File: src/rtl/ows_rom_cmd_ctrl.sv
// ows_rom_cmd_ctrl
// ROM-function controller for the 1-wire slave. After each bus reset it
// accepts one ROM command byte and then sequences the 64-bit ROM stream
// (56 UID bits, LSB first, followed by the CRC8 that is computed serially
// over those bits). READ ROM shifts the stream out in read slots. MATCH ROM
// compares each master write bit against the stream. SKIP ROM selects the
// device immediately.
//
// Ports:
//   clk          system clock, rising edge
//   rst          synchronous active-high reset
//   bus_reset    1-cycle pulse, 1-wire reset/presence completed
//   cmd_valid    1-cycle pulse, cmd_byte holds a ROM command
//   cmd_byte     ROM command opcode
//   uid          family code + serial number, captured on each command
//   slot_req     1-cycle pulse, master read slot needs a bit
//   rx_bit_valid 1-cycle pulse, master write slot sampled into rx_bit
//   rx_bit       sampled master bit
//   tx_bit       bit for the current read slot (1 = release bus)
//   tx_bit_valid 1-cycle pulse, one cycle after an accepted slot_req
//   selected     device addressed, function layer may proceed
//   busy         READ_TX or MATCH_RX in progress
//   cmd_err      1-cycle pulse, unsupported ROM opcode received
//
// state    | meaning
// ---------+--------------------------------------------------------------
// IDLE     | after rst, waiting for the first bus reset
// WAIT_CMD | bus reset seen, waiting for the ROM command byte
// READ_TX  | READ ROM: one stream bit per slot_req
// MATCH_RX | MATCH ROM: one stream bit compared per rx_bit_valid
// SELECTED | device addressed, held until bus reset
// LOCKED   | mismatch or unsupported opcode, held until bus reset

module ows_rom_cmd_ctrl #(
  parameter int          UID_SERIAL_DATA_WIDTH = 56,
  parameter int          CRC_WIDTH             = 8,
  parameter logic [7:0]  CMD_READ_ROM          = 8'h33,
  parameter logic [7:0]  CMD_MATCH_ROM         = 8'h55,
  parameter logic [7:0]  CMD_SKIP_ROM          = 8'hCC
) (
  input  logic                              clk,
  input  logic                              rst,
  input  logic                              bus_reset,
  input  logic                              cmd_valid,
  input  logic [7:0]                        cmd_byte,
  input  logic [UID_SERIAL_DATA_WIDTH-1:0]  uid,
  input  logic                              slot_req,
  input  logic                              rx_bit_valid,
  input  logic                              rx_bit,
  output logic                              tx_bit,
  output logic                              tx_bit_valid,
  output logic                              selected,
  output logic                              busy,
  output logic                              cmd_err
);

  localparam int STREAM_LEN = UID_SERIAL_DATA_WIDTH + CRC_WIDTH;
  localparam int IDX_W      = $clog2(STREAM_LEN);
  localparam int CRC_IW     = $clog2(CRC_WIDTH);

  localparam logic [IDX_W-1:0]     LAST_IDX = IDX_W'(STREAM_LEN - 1);
  localparam logic [IDX_W-1:0]     CRC_IDX0 = IDX_W'(UID_SERIAL_DATA_WIDTH);
  // x^8+x^5+x^4+1 in LSB-first form; bit 7 comes from the feedback shift-in.
  localparam logic [CRC_WIDTH-1:0] CRC_POLY = CRC_WIDTH'(8'h0C);

  typedef enum logic [2:0] {
    IDLE,
    WAIT_CMD,
    READ_TX,
    MATCH_RX,
    SELECTED,
    LOCKED
  } state_t;

  state_t                           state;
  logic [IDX_W-1:0]                 bit_idx;
  logic [CRC_WIDTH-1:0]             crc;
  logic [UID_SERIAL_DATA_WIDTH-1:0] uid_reg;

  // Zero-extend the UID to the stream length so bit_idx can index it
  // directly; the upper entries are never selected.
  logic [STREAM_LEN-1:0]            uid_ext;
  logic [CRC_IW-1:0]                crc_sel;
  logic                             in_uid;
  logic                             exp_bit;
  logic                             crc_fb;
  logic [CRC_WIDTH-1:0]             crc_next;
  logic                             at_last;

  assign uid_ext  = {{CRC_WIDTH{1'b0}}, uid_reg};
  assign crc_sel  = CRC_IW'(bit_idx - CRC_IDX0);
  assign in_uid   = (bit_idx < CRC_IDX0);
  assign exp_bit  = in_uid ? uid_ext[bit_idx] : crc[crc_sel];
  assign crc_fb   = crc[0] ^ exp_bit;
  // The CRC only advances over UID bits; it is frozen while being sent.
  assign crc_next = in_uid ? ({crc_fb, crc[CRC_WIDTH-1:1]} ^ (crc_fb ? CRC_POLY : '0))
                           : crc;
  assign at_last  = (bit_idx == LAST_IDX);

  always_ff @(posedge clk) begin
    if (rst) begin
      state        <= IDLE;
      bit_idx      <= '0;
      crc          <= '0;
      uid_reg      <= '0;
      tx_bit       <= 1'b1;
      tx_bit_valid <= 1'b0;
      selected     <= 1'b0;
      busy         <= 1'b0;
      cmd_err      <= 1'b0;
    end else begin
      tx_bit       <= 1'b1;
      tx_bit_valid <= 1'b0;
      cmd_err      <= 1'b0;

      if (bus_reset) begin
        state    <= WAIT_CMD;
        selected <= 1'b0;
        busy     <= 1'b0;
        bit_idx  <= '0;
        crc      <= '0;
      end else begin
        case (state)
          WAIT_CMD: begin
            if (cmd_valid) begin
              uid_reg <= uid;
              if (cmd_byte == CMD_READ_ROM) begin
                state <= READ_TX;
                busy  <= 1'b1;
              end else if (cmd_byte == CMD_MATCH_ROM) begin
                state <= MATCH_RX;
                busy  <= 1'b1;
              end else if (cmd_byte == CMD_SKIP_ROM) begin
                state    <= SELECTED;
                selected <= 1'b1;
              end else begin
                state   <= LOCKED;
                cmd_err <= 1'b1;
              end
            end
          end

          READ_TX: begin
            if (slot_req) begin
              tx_bit       <= exp_bit;
              tx_bit_valid <= 1'b1;
              crc          <= crc_next;
              if (at_last) begin
                state    <= SELECTED;
                selected <= 1'b1;
                busy     <= 1'b0;
              end else begin
                bit_idx <= bit_idx + 1'b1;
              end
            end
          end

          MATCH_RX: begin
            if (rx_bit_valid) begin
              if (rx_bit != exp_bit) begin
                state <= LOCKED;
                busy  <= 1'b0;
              end else begin
                crc <= crc_next;
                if (at_last) begin
                  state    <= SELECTED;
                  selected <= 1'b1;
                  busy     <= 1'b0;
                end else begin
                  bit_idx <= bit_idx + 1'b1;
                end
              end
            end
          end

          IDLE, SELECTED, LOCKED: begin
          end

          default: begin
            state    <= IDLE;
            selected <= 1'b0;
            busy     <= 1'b0;
          end
        endcase
      end
    end
  end

endmodule

File: config.mk
export PLATFORM = sky130hd
export DESIGN_NAME = ows_rom_cmd_ctrl
export DESIGN_NICKNAME = d
export VERILOG_FILES = /design/src/rtl/ows_rom_cmd_ctrl.sv
export SDC_FILE = /design/constraint.sdc
export NUM_CORES = 1
export LEC_CHECK = 0
export CORE_MARGIN = 1
export CORE_UTILIZATION = 40
export DETAILED_ROUTE_END_ITERATION = 16
export PLACE_DENSITY = 0.62
export SLEW_MARGIN = 20
export SYNTH_ARGS = -nofsm -noshare
export SYNTH_HDL_FRONTEND = slang
export SYNTH_SLANG_ARGS = --single-unit
File: constraint.sdc
create_clock -name clk -period 4.42 [get_ports clk]
set_input_delay 1.326 -clock clk [delete_from_list [all_inputs] [get_ports clk]]
set_output_delay 1.326 -clock clk [all_outputs]
set_load 0.02 [all_outputs]
==> summary.txt <==
Status
  – Outcome: finished, final reports clean

Power
  – Clock power share: a little over two fifths
  – P_int: between 0.001 and 0.0015 W
  – Post-layout total power: 0.00152 W
  – Peak supply drop: between 100 and 150 µV
  – Static Leak: between 1.5 and 2 nW
  – Combinational share of power: around 9%
  – P_sw: roughly 0.00031 W
  – Flop pwr share: between 40% and 50%
  – Sw frac: 20.7%
  – Pwr per Cell Area: 326 nW/µm²

Setup path
  – CP max FO: 10
  – CP startpoint kind: register
  – CP Cell Sequence: mux4_2, mux4_2, o32a_1, a21oi_4, mux2i_1, or3_4, mux2i_1
  – Worst EP required: 4.70 ns
  – WP buf/inv: 0
  – Critical path's slowest cell: dfxtp_1
  – Crit path arrival time: around 3.7 ns
  – Max stage delay on crit path: approximately 0.73 ns
  – CP endpoint kind: register
  – CP Class: register to register
  – CP delay by family, top: multiplexers

Timing
  – Worst Slack Setup Final: 0.996 ns
  – Final period utilization: 77.5%
  – Fmax: approximately 300 MHz
  – Final setup violation count: 0
  – RSZ-0062 raised after global routing: no
  – Relative slew slack: between 40% and 50%
  – Post-Route Skew: roughly 0.012 ns
  – Final number of max-transition violations: 0
  – Post-layout minimum cycle time: about 3.4 ns
  – Worst-margin pin slew: approximately 0.76 ns
  – TNS Setup: 0 ns
  – Final Hold Viols: 0

Floorplan
  – Starting density of the core: about 41%
  – Row count: 34
  – Die Wd: 97.2 µm
  – Core ar.: approximately 9000 µm²
  – I/O pins: between 70 and 80
  – Die ar.: roughly 9500 µm²
  – Die height: between 90 and 100 µm

Layout
  – # nets final: around 560
  – Largest register FFs: 56
  – Final instance area: about 4700 µm²
  – Antenna cell count: 0
  – Synth-to-layout area growth: 28.5%
  – Layout cell share with drive strength beyond 1: between 10% and 20%

Flow run
  – Max cap viols: 0

Synthesis
  – Synth Cell Area: 3630 µm²
  – Top cells by area, synth: dfxtp_1, nand2_1, mux4_2
  – Most common cell in the netlist: nand2_1
  – Yosys warnings: 0
  – Asr flop ratio synth: 0%
  – Main flop type after synthesis: dfxtp_1
  – Seq cells post-synth: 78
  – Synth top cells by count: nand2_1, dfxtp_1, a21oi_1
  – Mean Syn Cell Area: between 8 and 9 µm²
  – Top cell type's share of synthesized area: around 43%
  – Cell taking the most area after synthesis: dfxtp_1
  – Synth cell types: between 40 and 50
  – Register area share after synthesis: a little over two fifths
  – Net Count, Synth: 497
  – Cells after Synth: between 400 and 500
  – Number of flops mapped to enable cells by yosys: 0

Placement
  – PortBufs: 75
  – GP Congestion: between 0.7 and 0.8
  – Place WS: approximately 0.77 ns
  – Placed inst area: about 4400 µm²
  – Post-DP HPWL: around 6 mm

Global routing
  – Total Routing Usage GR: about a fifth
  – Initial antenna violation count: 0
  – Vias in the first global route: between 2000 and 3000
  – First-pass GRT wire length: 14.1 mm
  – Largest net degree at the start of global routing: 61
  – Grt ovf: 0

Clock network
  – CTS root buffer: clkbuf_8
  – Hold Buf Count CTS: 0
  – Clock slew at reported path FFs: roughly 0.07 ns
  – Clock sink total: slightly below 80
  – Total CTS buffers: 9
  – Cells resized by post-CTS repair: 0
  – CTS tree: built
  – CTS Buffer Depth: 2
  – Max H-tree Level: 3
  – Later-pin clock latency in the skew report: ~0.35 ns
  – Postcts setup bufs: 0

Worst hold path
  – Worst min path class: register to register

Routing
  – Antenna Nets Post-Route: 0
  – DRT iter0 DRCs: 85
  – Wire per inst: 14.1 µm
  – Router iterations before antenna repair: 5
  – Via count: ~3200
  – Via density: 5.29
  – Drc violations: 0
  – Post-Route WL: 8.40 mm
-- final cells by class --
cell class | instances | area (µm²)
clock buffers | 13 | 159
multi-input cells | 312 | 1930
repair buffers | 80 | 783
flip-flops and latches | 78 | 1560
well taps | 108 | 135
clock inverters | 3 | 90.1
fillers | 866 | 4100
inverters | 2 | 7.51
-- power by group through the flow --
stage	sequential, W	clock (W)	combinational (W)
3_5_place_dp	0.000742	0	0.000135
2_1_floorplan	0.000739	0	0.0000581
5_1_grt	0.000728	0.000709	0.000146
4_1_cts	0.000726	0.000671	0.000135
6_report	0.000726	0.000658	0.000134
3_3_place_gp	0.000742	0	0.000134
-- kinds of logic (layout without fill, tap and decap cells) --
logic type | count (synthesis) | count (layout) | share of synthesized area [%]
AO/OA/AOI/OAI | 91 | 91 | 14.5
AND/OR/NAND/NOR | 187 | 187 | 22.8
adder cells (fa/ha/maj) | 1 | 1 | 0.345
buffers and inverters | 35 | 98 | 4.10
XOR/XNOR | 3 | 3 | 0.724
flip-flops | 78 | 78 | 43.0
multiplexers | 30 | 30 | 14.5
-- tightest hold or removal path: cells and delay by family (launching register included) --
| kind | cells | cell delay [ns] |
|---|---|---|
| and+or+nand+nor | 1 | 0.05 |
| DFF | 1 | 0.31 |
| AOI/OAI and AO/OA | 1 | 0.05 |
-- placed cells by master, fill, tap and decap left out, drive strengths merged, types with 7 or more instances in the layout --
cell type,count
mux2i,11
nand2,137
clkdlybuf4s50,74
a21oi,66
dfxtp,78
or3,9
clkbuf,13
nor2,9
mux4,18
o21ai,7
-- layer usage --
metal	vias up	track usage, %	wire (µm)	share of wire (%)
met2	89	29.9	3950	47
met4	0	8.60	163	1.9
li1	1580	-	-	-
met3	13	4.10	434	5.2
met1	1473	23.9	3850	46
met5	-	0	0	0
-- path summary, 6_finish.rpt --
path / from / to / slack, ns / cells past startpoint
min: uid_reg[25] / uid_reg[25] / 0.45 / 2
max reg2reg: bit_idx[0] / bit_idx[0] / 1.0 / 7
max: bit_idx[0] / bit_idx[0] / 1.0 / 7
min reg2reg: uid_reg[25] / uid_reg[25] / 0.45 / 2
-- stage by stage --
| stage | hold slack [ns] | util [%] | std cells |
|---|---|---|---|
| 2_1_floorplan | 0.433 | - | 425 |
| 4_1_cts | 0.456 | 53.2 | 596 |
| 6_report | 0.453 | 53.2 | 596 |
| 3_3_place_gp | 0.440 | 50.3 | 580 |
| 3_5_place_dp | 0.445 | 50.3 | 580 |
| 5_1_grt | 0.477 | 53.2 | 596 |
Note: power is estimated with default switching activity, not from simulation.
